===== src/rtl/lsu_pkg.sv =====
// ============================================================================
// Module : lsu_pkg
// Desc   : Shared size encodings, FSM states and helpers for the load/store unit.
// Rev    : 1.0 - initial release
// ============================================================================
`default_nettype none

package lsu_pkg;

  localparam logic [1:0] SZ_B = 2'b00;
  localparam logic [1:0] SZ_H = 2'b01;
  localparam logic [1:0] SZ_W = 2'b10;

  typedef enum logic [1:0] {
    ST_IDLE = 2'b00,
    ST_REQ  = 2'b01,
    ST_WAIT = 2'b10,
    ST_WB   = 2'b11
  } lsu_state_t;

  // Any encoding other than byte/half is handled as a word access.
  function automatic logic is_misaligned(input logic [1:0] size, input logic [1:0] addr_lo);
    logic bad;
    case (size)
      SZ_B:    bad = 1'b0;
      SZ_H:    bad = addr_lo[0];
      default: bad = (addr_lo != 2'b00);
    endcase
    return bad;
  endfunction

endpackage

`default_nettype wire


===== src/rtl/lsu_align.sv =====
// ============================================================================
// Module : lsu_align
// Desc   : Combinational lane extraction, sign-extension, store replication and
//          byte-strobe generation for the load/store unit.
// Rev    : 1.0 - initial release
// ============================================================================
`default_nettype none

module lsu_align
  import lsu_pkg::*;
(
  input  logic [1:0]  i_size,
  input  logic [1:0]  i_addr_lo,
  input  logic        i_unsigned,
  input  logic [31:0] i_st_data,
  input  logic [31:0] i_ld_raw,
  output logic [31:0] o_st_wdata,
  output logic [3:0]  o_st_wstrb,
  output logic [31:0] o_ld_data
);

  logic [7:0]  w_byte;
  logic [15:0] w_half;

  always_comb begin
    w_byte = i_ld_raw[7:0];
    case (i_addr_lo)
      2'b00:   w_byte = i_ld_raw[7:0];
      2'b01:   w_byte = i_ld_raw[15:8];
      2'b10:   w_byte = i_ld_raw[23:16];
      default: w_byte = i_ld_raw[31:24];
    endcase
    w_half = i_addr_lo[1] ? i_ld_raw[31:16] : i_ld_raw[15:0];
  end

  always_comb begin
    o_ld_data  = i_ld_raw;
    o_st_wdata = i_st_data;
    o_st_wstrb = 4'b1111;
    case (i_size)
      SZ_B: begin
        o_ld_data  = i_unsigned ? {24'd0, w_byte} : {{24{w_byte[7]}}, w_byte};
        o_st_wdata = {4{i_st_data[7:0]}};
        o_st_wstrb = 4'b0001 << i_addr_lo;
      end
      SZ_H: begin
        o_ld_data  = i_unsigned ? {16'd0, w_half} : {{16{w_half[15]}}, w_half};
        o_st_wdata = {2{i_st_data[15:0]}};
        o_st_wstrb = 4'b0011 << {i_addr_lo[1], 1'b0};
      end
      default: begin
        o_ld_data  = i_ld_raw;
        o_st_wdata = i_st_data;
        o_st_wstrb = 4'b1111;
      end
    endcase
  end

endmodule

`default_nettype wire


===== src/rtl/lsu.sv =====
// ============================================================================
// Module : lsu
// Desc   : Single-outstanding load/store unit with req/gnt/rvalid memory port.
//          Optional macro LSU_MISALIGN_CHECK_EN rejects misaligned half/word.
// Rev    : 1.0 - initial release
// ============================================================================
`default_nettype none

module lsu
  import lsu_pkg::*;
(
  input  logic        sys_clk,
  input  logic        sys_rst,
  input  logic        req_valid,
  output logic        req_ready,
  input  logic        req_we,
  input  logic [31:0] req_addr,
  input  logic [31:0] req_wdata,
  input  logic [1:0]  req_size,
  input  logic        req_unsigned,
  input  logic [4:0]  req_rd,
  output logic        mem_req,
  input  logic        mem_gnt,
  output logic        mem_we,
  output logic [31:0] mem_addr,
  output logic [31:0] mem_wdata,
  output logic [3:0]  mem_wstrb,
  input  logic        mem_rvalid,
  input  logic [31:0] mem_rdata,
  output logic        gpr_wen,
  output logic [4:0]  gpr_waddr,
  output logic [31:0] gpr_wdata,
  output logic        done,
  output logic        err_misalign
);

  lsu_state_t  r_state;
  logic        r_we;
  logic [1:0]  r_addr_lo;
  logic [1:0]  r_size;
  logic        r_unsigned;
  logic [4:0]  r_rd;

  logic        r_mem_req;
  logic        r_mem_we;
  logic [31:0] r_mem_addr;
  logic [31:0] r_mem_wdata;
  logic [3:0]  r_mem_wstrb;
  logic        r_gpr_wen;
  logic [4:0]  r_gpr_waddr;
  logic [31:0] r_gpr_wdata;
  logic        r_done;
  logic        r_err;

  logic        w_idle;
  logic        w_misalign;
  logic [1:0]  w_sel_size;
  logic [1:0]  w_sel_addr_lo;
  logic        w_sel_unsigned;
  logic [31:0] w_st_wdata;
  logic [3:0]  w_st_wstrb;
  logic [31:0] w_ld_data;

  assign w_idle = (r_state == ST_IDLE);

  // Store formatting happens at accept from the live request; load extraction
  // happens later from the captured fields.
  assign w_sel_size     = w_idle ? req_size       : r_size;
  assign w_sel_addr_lo  = w_idle ? req_addr[1:0]  : r_addr_lo;
  assign w_sel_unsigned = w_idle ? req_unsigned   : r_unsigned;

`ifdef LSU_MISALIGN_CHECK_EN
  assign w_misalign = is_misaligned(req_size, req_addr[1:0]);
`else
  assign w_misalign = 1'b0;
`endif

  lsu_align u_align (
    .i_size     (w_sel_size),
    .i_addr_lo  (w_sel_addr_lo),
    .i_unsigned (w_sel_unsigned),
    .i_st_data  (req_wdata),
    .i_ld_raw   (mem_rdata),
    .o_st_wdata (w_st_wdata),
    .o_st_wstrb (w_st_wstrb),
    .o_ld_data  (w_ld_data)
  );

  always_ff @(posedge sys_clk or posedge sys_rst) begin
    if (sys_rst) begin
      r_state     <= ST_IDLE;
      r_we        <= 1'b0;
      r_addr_lo   <= 2'b00;
      r_size      <= SZ_B;
      r_unsigned  <= 1'b0;
      r_rd        <= 5'd0;
      r_mem_req   <= 1'b0;
      r_mem_we    <= 1'b0;
      r_mem_addr  <= 32'd0;
      r_mem_wdata <= 32'd0;
      r_mem_wstrb <= 4'd0;
      r_gpr_wen   <= 1'b0;
      r_gpr_waddr <= 5'd0;
      r_gpr_wdata <= 32'd0;
      r_done      <= 1'b0;
      r_err       <= 1'b0;
    end else begin
      r_done    <= 1'b0;
      r_gpr_wen <= 1'b0;
      r_err     <= 1'b0;
      case (r_state)
        ST_IDLE: begin
          if (req_valid) begin
            r_we       <= req_we;
            r_addr_lo  <= req_addr[1:0];
            r_size     <= req_size;
            r_unsigned <= req_unsigned;
            r_rd       <= req_rd;
            if (w_misalign) begin
              r_err  <= 1'b1;
              r_done <= 1'b1;
            end else begin
              r_mem_req   <= 1'b1;
              r_mem_we    <= req_we;
              r_mem_addr  <= {req_addr[31:2], 2'b00};
              r_mem_wdata <= w_st_wdata;
              r_mem_wstrb <= req_we ? w_st_wstrb : 4'b0000;
              r_state     <= ST_REQ;
            end
          end
        end
        ST_REQ: begin
          if (mem_gnt) begin
            r_mem_req <= 1'b0;
            if (r_we) begin
              r_done  <= 1'b1;
              r_state <= ST_IDLE;
            end else begin
              r_state <= ST_WAIT;
            end
          end
        end
        ST_WAIT: begin
          if (mem_rvalid) begin
            r_gpr_wen   <= (r_rd != 5'd0);
            r_gpr_waddr <= r_rd;
            r_gpr_wdata <= w_ld_data;
            r_done      <= 1'b1;
            r_state     <= ST_WB;
          end
        end
        ST_WB:   r_state <= ST_IDLE;
        default: r_state <= ST_IDLE;
      endcase
    end
  end

  assign req_ready    = w_idle;
  assign mem_req      = r_mem_req;
  assign mem_we       = r_mem_we;
  assign mem_addr     = r_mem_addr;
  assign mem_wdata    = r_mem_wdata;
  assign mem_wstrb    = r_mem_wstrb;
  assign gpr_wen      = r_gpr_wen;
  assign gpr_waddr    = r_gpr_waddr;
  assign gpr_wdata    = r_gpr_wdata;
  assign done         = r_done;
  assign err_misalign = r_err;

endmodule

`default_nettype wire


===== config.mk =====
export PLATFORM = sky130hd
export DESIGN_NAME = lsu
export DESIGN_NICKNAME = d
export VERILOG_FILES = /design/src/rtl/lsu_pkg.sv /design/src/rtl/lsu_align.sv /design/src/rtl/lsu.sv
export SDC_FILE = /design/constraint.sdc
export NUM_CORES = 1
export LEC_CHECK = 0
export CORE_MARGIN = 4
export CORE_UTILIZATION = 49
export CTS_BUF_LIST = sky130_fd_sc_hd__clkbuf_8
export CTS_CLUSTER_SIZE = 25
export DETAILED_ROUTE_END_ITERATION = 12
export HOLD_SLACK_MARGIN = 0.06
export PLACE_DENSITY = 0.88
export SYNTH_ARGS = -nofsm -noshare
export SYNTH_HDL_FRONTEND = slang
export SYNTH_HIERARCHICAL = 1
export SYNTH_SLANG_ARGS = --single-unit

===== constraint.sdc =====
create_clock -name sys_clk -period 11.2 [get_ports sys_clk]
set_clock_uncertainty 0.15 [all_clocks]
set_input_delay 2.8 -clock sys_clk [delete_from_list [all_inputs] [get_ports sys_clk]]
set_output_delay 2.8 -clock sys_clk [all_outputs]
set_load 0.005 [all_outputs]

==> reports/qor.yml <==
clock_network:
  cts_max_level: 4
  cts.repair.resized: 0
  cts_setup_buffers: 0
  cts_root_buf: "clkbuf_8"
  clk_pin_slew_ns: 0.07
  clock_sinks: 119
  clk_path_buf_depth: 2
  hold_buffers: 0
  tritoncts: "done"
  numCtsBuffers: 17
  clock_latency_ns: 0.44
synthesis:
  synth-edff-count: 0
  synth_area_leaders: "dfrtp_1 (51%), mux2_2 (24%), mux2i_1 (2.7%)"
  synthCells: 463
  yosysMostFrequentCell: "mux2_2"
  yosysTopAreaCell: "dfrtp_1"
  syn-mean-instance-area_um2: 12.70
  synth_top_family_by_area: "multiplexers"
  synth_flop_cell: "dfrtp_1"
  ys_ff_latch: 119
  synth-compound-area-share_pct: 8.685
  synth_top_area_share_pct: 50.66
  synth.distinct_cells: 40
  synthSimpleGateAreaFrac_pct: 4.747
  synth_adder_area_share_pct: 1.064
  yosysSeqAreaShare_pct: 50.66
  synth_warnings: 6
  synth_mux_area_share_pct: 28.84
  synth_xor_area_share_pct: 0
  syn_area_um2: 5878
  async_flop_share_pct: 100.0
  netlist_top_cells_count: "mux2_2 (126), dfrtp_1 (119), a21oi_1 (30), nand2_1 (25), o21ai_0 (18)"
layout:
  nNetsFinal: 780
  area_delta_synth_final_pct: 43.00
  stdcell_count: 821
  layout-drive-gt1-share_pct: 24.78
  n_antenna_cell: 0
sta:
  min_period_ns: 5.315
  finalSetupViolations: 0
  worstMarginPinSlew_ns: 1.099
  fin_ws_ns: 5.885
  finalHoldViolCount: 0
  max_freq_mhz: 188.2
  drv_slew: 0
  finalSetupTns_ns: 0
  finalCritPeriodShare_pct: 47.45
  rsz0062_at_grt: "no"
  slew_headroom_pct: 26.76
die:
  die_h_um: 117.5
  rows: 39
  ios: 221
  core_region_area_um2: 11560
  die_x_um: 117.5
  initial_utilization_pct: 50.83
  dieArea_um2: 13810
critical_path:
  crit_path_max_incr_delay_ns: 0.89
  crit_buf_inv: 1
  worstSetupPathType: "in2reg"
  crit_path_end_kind: "register"
  slowest_stage: "mux2_2"
  start_kind: "input pin"
  path_max_fanout: 53
  worst_path_most_repeated_cell: "mux2_2"
  crit_arrival_ns: 5.49
  cp.required_ns: 11.37
  crit_family: "multiplexers"
  cp_cell_sequence: "clkdlybuf4s50_1 -> mux2_2 -> nand2b_1 -> nor2_1 -> a221o_1 -> mux2_2"
run:
  maxCapViolCount: 0
placed_design:
  gp_congestion: 0.9209
  hpwl_um: 11660
  port_buffers: 217
  dp_slack_ns: 5.464
  dp.cells: 789
grt:
  antenna_found_initial: 0
  grt_overflow: 0
  grt_max_degree: 82
  grt_pass1_wl_um: 26780
  track_usage_pct: 24.30
  grt_pass1_vias: 4975
drt:
  drtPass1Iterations: 4
  via_per_inst: 5.438
  wl_per_cell_um: 19.84
  vias: 4465
  wirelength_um: 16290
  final_antenna_net_count: 0
  drtIter0Drc: 410
  route.detailed.drc: 0
power_and_ir_drop:
  vdd_drop_max_mv: 0.1981
  power_density_nw_per_um2: 287.5
  leakage_nw: 3.591
hold_path:
  hold_path_class: "reg2reg"
status:
  status: "complete, no violations"
## routing by layer
metal	GRT usage (%)	wire (um)
met1	28.49	6305
met2	42.59	8711
met3	8.169	1051
met4	6.886	221
met5	0	0
## through the flow
stage | utilization (%) | instance area (um^2) | power [mW] | hold WS, ns
6_report | 72.68 | 8406 | 2.417 | 0.3390
5_1_grt | 72.68 | 8406 | 2.569 | 0.3732
4_1_cts | 72.68 | 8406 | 2.430 | 0.3387
3_5_place_dp | 68.81 | 7958 | 1.978 | 0.3230
3_3_place_gp | 68.81 | 7958 | 1.932 | 0.3241
2_1_floorplan | - | 5886 | 1.429 | 0.3214
## placed cells by master (no fill, tap or decap), types with 2 or more instances in the layout
cell type / count
clkbuf_8: 20
o211ai_1: 7
conb_1: 3
nor2_1: 13
bufinv_16: 4
ha_1: 5
a2bb2oi_1: 9
nand2b_1: 7
nand2_1: 25
dfrtp_1: 119
nand2_4: 2
a221o_1: 6
mux2_2: 126
inv_1: 12
nand3_1: 2
nand4_1: 2
mux2i_1: 16
mux2_1: 6
nor3_1: 2
clkinv_2: 4
o21ai_0: 18
clkinvlp_4: 2
clkdlybuf4s50_1: 217
buf_4: 2
a21oi_1: 30
## logic make-up after synthesis
logic type | Yosys count
adders and majority gates | 5
DFF | 119
other | 1
buffers and inverters | 52
and+or+nand+nor | 57
AOI/OAI and AO/OA | 79
muxes | 150
## state kept, by name (all words and copies together), names as in the netlist, named ones only
register and flops:
r_unsigned 1, gpr_waddr 5, mem_req 1, gpr_wdata 32, gpr_wen 1, r_state 1
r_rd 5, r_size 2, mem_wdata 32, mem_wstrb 4, mem_we 1, r_addr_lo 2
mem_addr 30, done 1
## final timing paths
| check | startpoint | cells after the start | slack [ns] | endpoint |
|---|---|---|---|---|
| hold reg to reg | mem_wstrb[2] | 2 | 0.34 | mem_wstrb[2] |
| min in group asynchronous | sys_rst | 2 | 2.61 | mem_addr[5] |
| setup reg to reg | r_state[0] | 7 | 7.51 | gpr_wdata[4] |
| max in group asynchronous | sys_rst | 3 | 6.91 | gpr_wdata[12] |
| setup / recovery | req_size[1] | 6 | 5.89 | gpr_wdata[4] |
| hold / removal | mem_wstrb[2] | 2 | 0.34 | mem_wstrb[2] |
## worst min-delay path, delay by kind of cell (launching register included)
family | cells | cell delay (ns)
and+or+nand+nor | 1 | 0.05
DFF | 1 | 0.35
AOI/OAI and AO/OA | 1 | 0.06
## power by group
group	internal (mW)	switching, mW	total, mW	leakage, nW
Combinational	0.711	0.513	1.22	1.93
Sequential	0.640	0.116	0.756	1.44
Clock	0.260	0.177	0.436	0.225
Total	1.61	0.806	2.42	3.59
## area by class of cell
class / count / area, um^2
clock buffers: 20 / 275.3
fillers: 793 / 3159
flip-flops and latches: 119 / 2978
repair buffers: 219 / 2187
clock inverters: 12 / 172.7
well taps: 143 / 178.9
inverters: 14 / 55.05
multi-input cells: 294 / 2559
No activity file was read; power rests on OpenSTA's default activity.
